## config.mk

```make
export PLATFORM = sky130hd
export DESIGN_NAME = mem_arbiter
export DESIGN_NICKNAME = d
export VERILOG_FILES = /design/src/rtl/mem_arbiter.sv
export SDC_FILE = /design/constraint.sdc
export NUM_CORES = 1
export LEC_CHECK = 0
export ABC_AREA = 1
export CORE_MARGIN = 3
export CORE_UTILIZATION = 37
export DETAILED_ROUTE_END_ITERATION = 8
export PLACE_DENSITY = 0.82
export RECOVER_POWER = 100
export SLEW_MARGIN = 20
export SYNTH_ARGS = -nofsm -noshare
export SYNTH_HDL_FRONTEND = slang
export SYNTH_SLANG_ARGS = --single-unit
```

## constraint.sdc

```tcl
create_clock -name clk -period 1.5 [get_ports clk]
set_input_delay 0.3 -clock clk [delete_from_list [all_inputs] [get_ports clk]]
set_output_delay 0.3 -clock clk [all_outputs]
set_load 0.01 [all_outputs]
```

## src/rtl/mem_arbiter.sv

```systemverilog
// Two-port round-robin arbiter feeding a single-port memory: one command per cycle, reads return 2 cycles after grant.
// Define MEMARB_CNT_EN to add saturating per-port grant counters (a_gnt_cnt, b_gnt_cnt).
module mem_arbiter #(
   parameter int DATA_WIDTH = 8,
   parameter int MAX_ADDR   = 16,
   parameter int ADDRSIZE   = $clog2(MAX_ADDR)
) (
   input  logic                  clk,
   input  logic                  rst_n,
   input  logic                  a_req,
   input  logic                  a_we,
   input  logic [ADDRSIZE-1:0]   a_addr,
   input  logic [DATA_WIDTH-1:0] a_wdata,
   output logic                  a_gnt,
   output logic                  a_rvalid,
   output logic [DATA_WIDTH-1:0] a_rdata,
   input  logic                  b_req,
   input  logic                  b_we,
   input  logic [ADDRSIZE-1:0]   b_addr,
   input  logic [DATA_WIDTH-1:0] b_wdata,
   output logic                  b_gnt,
   output logic                  b_rvalid,
   output logic [DATA_WIDTH-1:0] b_rdata,
   output logic                  mem_rd_en,
   output logic                  mem_wr_en,
   output logic [ADDRSIZE-1:0]   mem_rd_addr,
   output logic [ADDRSIZE-1:0]   mem_wr_addr,
   output logic [DATA_WIDTH-1:0] mem_wr_data,
   input  logic [DATA_WIDTH-1:0] mem_rd_data,
`ifdef MEMARB_CNT_EN
   output logic [15:0]           a_gnt_cnt,
   output logic [15:0]           b_gnt_cnt,
`endif
   output logic                  dbg_pri
);

   // Handshake: a request is held with x_req=1 until x_gnt=1 in the same cycle; that cycle transfers the command.
   typedef enum logic {PRI_A = 1'b0, PRI_B = 1'b1} pri_e;

   pri_e                  pri_q, pri_d;
   logic                  rd_en_q, rd_en_d;
   logic                  wr_en_q, wr_en_d;
   logic [ADDRSIZE-1:0]   rd_addr_q, rd_addr_d;
   logic [ADDRSIZE-1:0]   wr_addr_q, wr_addr_d;
   logic [DATA_WIDTH-1:0] wr_data_q, wr_data_d;
   logic                  tag_b_q, tag_b_d;
   logic                  ret_a_q, ret_a_d;
   logic                  ret_b_q, ret_b_d;
   logic                  sel_we;
   logic [ADDRSIZE-1:0]   sel_addr;
   logic [DATA_WIDTH-1:0] sel_wdata;

   // Grants are masked while reset is asserted so no output toggles during reset.
   assign a_gnt = rst_n & a_req & (~b_req | (pri_q == PRI_A));
   assign b_gnt = rst_n & b_req & (~a_req | (pri_q == PRI_B));

   always_comb begin
      pri_d     = pri_q;
      rd_addr_d = rd_addr_q;
      wr_addr_d = wr_addr_q;
      wr_data_d = wr_data_q;
      sel_we    = b_gnt ? b_we    : a_we;
      sel_addr  = b_gnt ? b_addr  : a_addr;
      sel_wdata = b_gnt ? b_wdata : a_wdata;
      if (a_gnt)      pri_d = PRI_B;
      else if (b_gnt) pri_d = PRI_A;
      rd_en_d = (a_gnt | b_gnt) & ~sel_we;
      wr_en_d = (a_gnt | b_gnt) & sel_we;
      if (rd_en_d) rd_addr_d = sel_addr;
      if (wr_en_d) begin
         wr_addr_d = sel_addr;
         wr_data_d = sel_wdata;
      end
      tag_b_d = b_gnt;
      ret_a_d = rd_en_q & ~tag_b_q;
      ret_b_d = rd_en_q & tag_b_q;
   end

   always_ff @(posedge clk or negedge rst_n) begin
      if (!rst_n) begin
         pri_q     <= PRI_A;
         rd_en_q   <= 1'b0;
         wr_en_q   <= 1'b0;
         rd_addr_q <= '0;
         wr_addr_q <= '0;
         wr_data_q <= '0;
         tag_b_q   <= 1'b0;
         ret_a_q   <= 1'b0;
         ret_b_q   <= 1'b0;
      end else begin
         pri_q     <= pri_d;
         rd_en_q   <= rd_en_d;
         wr_en_q   <= wr_en_d;
         rd_addr_q <= rd_addr_d;
         wr_addr_q <= wr_addr_d;
         wr_data_q <= wr_data_d;
         tag_b_q   <= tag_b_d;
         ret_a_q   <= ret_a_d;
         ret_b_q   <= ret_b_d;
      end
   end

   assign mem_rd_en   = rd_en_q;
   assign mem_wr_en   = wr_en_q;
   assign mem_rd_addr = rd_addr_q;
   assign mem_wr_addr = wr_addr_q;
   assign mem_wr_data = wr_data_q;
   assign a_rvalid    = ret_a_q;
   assign b_rvalid    = ret_b_q;
   assign a_rdata     = ret_a_q ? mem_rd_data : '0;
   assign b_rdata     = ret_b_q ? mem_rd_data : '0;
   assign dbg_pri     = pri_q;

`ifdef MEMARB_CNT_EN
   logic [15:0] a_cnt_q, a_cnt_d;
   logic [15:0] b_cnt_q, b_cnt_d;

   always_comb begin
      a_cnt_d = a_cnt_q;
      b_cnt_d = b_cnt_q;
      if (a_gnt && (a_cnt_q != 16'hFFFF)) a_cnt_d = a_cnt_q + 16'd1;
      if (b_gnt && (b_cnt_q != 16'hFFFF)) b_cnt_d = b_cnt_q + 16'd1;
   end

   always_ff @(posedge clk or negedge rst_n) begin
      if (!rst_n) begin
         a_cnt_q <= '0;
         b_cnt_q <= '0;
      end else begin
         a_cnt_q <= a_cnt_d;
         b_cnt_q <= b_cnt_d;
      end
   end

   assign a_gnt_cnt = a_cnt_q;
   assign b_gnt_cnt = b_cnt_q;
`endif

endmodule

```

==> results by group, run 1 <==
Layout
  • Layout cells sized above 1: between 20% and 30%
  • Final-layout fill cell count: about 300
  • Area grow syn2layout: 70.0%
  • Layout net count: ~300
  • Layout Cells excl Fill: slightly above 300
  • N_diodes: 0

Place
  • # port buffers: 76
  • Placed Cells: ~290
  • Place WS: -0.433 ns
  • Routability congestion estimate from global placement: ~0.8
  • DP HPWL: about 2700 microns

Yosys
  • Netlist Area Pre-Place: between 1000 and 1500 sq um
  • Synth Area per Inst: roughly 7.3 sq um
  • Synth Area in Compound Gates: less than 1%
  • Largest family of logic cells by synthesized area: simple AND/OR/NAND/NOR gates
  • Yosys reg bits: 22
  • Synth Area in XOR/XNOR: 0%
  • Syn nets: 210
  • Sequential share of the synthesized area: a little over two fifths
  • Adder-cell share of the synthesized area: 0%
  • Mapped Cells: 172
  • Mux cell area share after synthesis: 0%
  • Synth cell types: 16
  • Yosys Warn Count: 0
  • Post-Synth Simple-Gate Area: a little over two fifths

Outcome
  • Status: complete, no violations

Timing
  • Finish-stage setup viols: 0
  • Final setup margin: around 0.016 ns
  • Part of the cycle the worst path needs: 98.9%
  • RSZ-0062 raised after global routing: yes
  • Fmax: between 0.6 and 0.7 GHz
  • Final min period: ~1.5 ns
  • Final Hold Viols: 0
  • Worst Hold Margin: about 0.14 ns
  • Worst Tran Pin Value: roughly 0.28 ns
  • Clock skew: about 0.010 ns
  • Rel. slew slack: roughly four fifths
  • Slew Viols, Final: 0

Critical path
  • RR Endpoint: mem_wr_addr[2]$_DFFE_PN0P_
  • Critical path peak fanout: 3
  • Setup Crit Path Kind: reg2out
  • R2R cell count: 8
  • Worst setup SP type: register
  • Max incr delay on CP: ~0.43 ns
  • Critical Path RT: between 1 and 1.5 ns
  • Crit path depth: 5
  • CP bufs+invs: 4
  • Arrival @ worst endpoint: between 1 and 1.5 ns
  • CP top delay family: flip-flops
  • Crit. End Element: output port
  • CP startpoint: a_rvalid$_DFF_PN0_
  • Worst path slowest cell: dfrtp_2
  • CP most frequent cell: buf_6
  • Origin of the critical flop-to-flop path: dbg_pri$_DFFE_PN0P_
  • Crit path to: a_rdata[2]
  • CP Cell Sequence: buf_6 > buf_6 > nand2_2 > inv_2 > buf_6
  • Reg2reg setup slack: 0.15 ns

Global route
  • Total GRT Usage: between 10% and 20%
  • First-pass GRT wire length: 5940 microns
  • Vias in the first global route: 1421
  • Total global routing overflow: 0
  • Initial antenna violation count: 0
  • Largest net degree at the start of global routing: 23

Floorplan
  • DIE HEIGHT: roughly 64 microns
  • Placeable Area: 3150 sq um
  • FP Rows: 20
  • Die area: slightly above 4000 sq um
  • Num ports: 77
  • Starting Density: approximately two fifths
  • Width of the die: approximately 64 microns

Min path
  • Hold Crit Class: in2async

CTS
  • Clock slew at reported path FFs: between 0.1 and 0.15 ns
  • H-tree levels: 1
  • Clock root cell: clkbuf_4
  • CTS tree: built
  • Clock latency on the worst-skew pair: between 0.3 and 0.4 ns
  • CTS max path bufs: 2
  • Clk sink count: 22
  • CTS Buf Count: 3

Pwr
  • VDD IR max: 0.000402 V
  • Cell Pwr Density: 863 nW/um^2
  • Static Leak: approximately 1.3 nW

Routing
  • Avg WL per Cell: about 12 microns
  • Total wire length: 3660 microns
  • Via Count: around 1400
  • Drt pass-1 iters: 4
  • # DRC: 0
  • Antenna Violating Nets Remaining: 0
  • Vias/cell: around 4.7
  • Drt initial violations: 48

Run
  • Max Cap Viol: 0
[Yosys cell counts (all sizes together)]
library cell	count	area share, %
nand2	82	28
nand3	32	14
inv	24	7.1
dfrtp	22	44
buf	6	4.5
clkbuf	2	0.60
a21oi	1	0.40
clkinv	1	0.69
nor2	1	0.30
o21bai	1	0.60
[routing by layer]
layer / wire, microns / track usage [%] / vias up
met4: 27 / 4.49 / 0
li1: - / - / 702
met1: 1470 / 20.4 / 634
met3: 436 / 5.10 / 4
met5: 0 / 0 / -
met2: 1730 / 32.9 / 87
[power by group]
group | switching (W) | internal [W]
registers | 0.0000564 | 0.000692
logic | 0.000322 | 0.000321
clock network | 0.000190 | 0.000270
total | 0.000568 | 0.00128
[cell type report]
type                    count  area [sq um]  share of cell area [%]
well taps                  44          55.1                    2.57
flip-flops and latches     22           553                    25.8
multi-input cells         117           571                    26.6
inverters                  25          98.8                    4.61
repair buffers             94           815                    38.0
clock buffers               3          22.5                    1.05
clock inverters             1          30.0                    1.40
[cells in the final DEF, fill, tap and decap left out]
master,instances
nand2_1,70
clkdlybuf4s25_1,1
clkinv_4,1
nor2_1,1
a21oi_1,1
nand3_4,1
clkbuf_4,6
buf_6,8
dlygate4sd2_1,22
clkdlybuf4s15_1,1
dfrtp_1,20
dfrtp_2,2
bufinv_16,1
clkbuf_2,7
nand3_2,1
nand2_4,5
nand2_8,1
clkdlybuf4s50_1,34
inv_2,6
buf_4,11
nand2_2,6
nand3_1,30
o21bai_1,1
inv_1,18
buf_2,4
clkbuf_1,3
[stage by stage]
step           cell area (sq um)  setup TNS, ns  util, %  power [W]
2_1_floorplan               1260              0        -    0.00105
3_3_place_gp                2080          -8.43     66.0    0.00144
3_5_place_dp                2080          -8.99     66.0    0.00145
4_1_cts                     2150        -0.0207     68.1    0.00185
5_1_grt                     2140        -0.0709     68.0    0.00195
6_report                    2140              0     68.0    0.00185
[how the worst min path moves through the flow]
| stage | to | slack (ns) | depth (start not counted) |
|---|---|---|---|
| floorplan | a_rvalid$_DFF_PN0_ | 0.004 | 0 |
| global placement | a_rvalid$_DFF_PN0_ | 0.41 | 1 |
| detailed placement | a_rvalid$_DFF_PN0_ | 0.41 | 1 |
| CTS | mem_wr_data[1]$_DFFE_PN0P_ | 0.15 | 2 |
| global route | mem_wr_data[1]$_DFFE_PN0P_ | 0.19 | 2 |
| finish | mem_wr_data[1]$_DFFE_PN0P_ | 0.14 | 2 |
[sequential cells by signal, summed over array words and instances (netlist names)]
signal	flops
b_rvalid	1
mem_wr_data	8
mem_wr_addr	4
mem_rd_addr	4
a_rvalid	1
dbg_pri	1
mem_rd_en	1
mem_wr_en	1
tag_b_q	1
[cells by family after synthesis]
kind of cell | after synthesis
AO/OA/AOI/OAI | 2
AND/OR/NAND/NOR | 115
buffers and inverters | 33
flip-flops | 22
[repair_timing]
action	4_1_cts	5_1_grt
endpoints found under the hold margin	0	0
setup buffers	9	0
setup endpoints to repair	38	17
gates resized for setup	85	31
pin swaps	0	3
hold buffers	0	0
Note: power is estimated with default switching activity, not from simulation.
==> run 2: changes to the inputs <==
- CAP_MARGIN: not set -> 20
- SLEW_MARGIN: 20 -> 15
==> results of run 2 <==
Same layout as run 1: the final DEF is identical, and so are final timing and power.
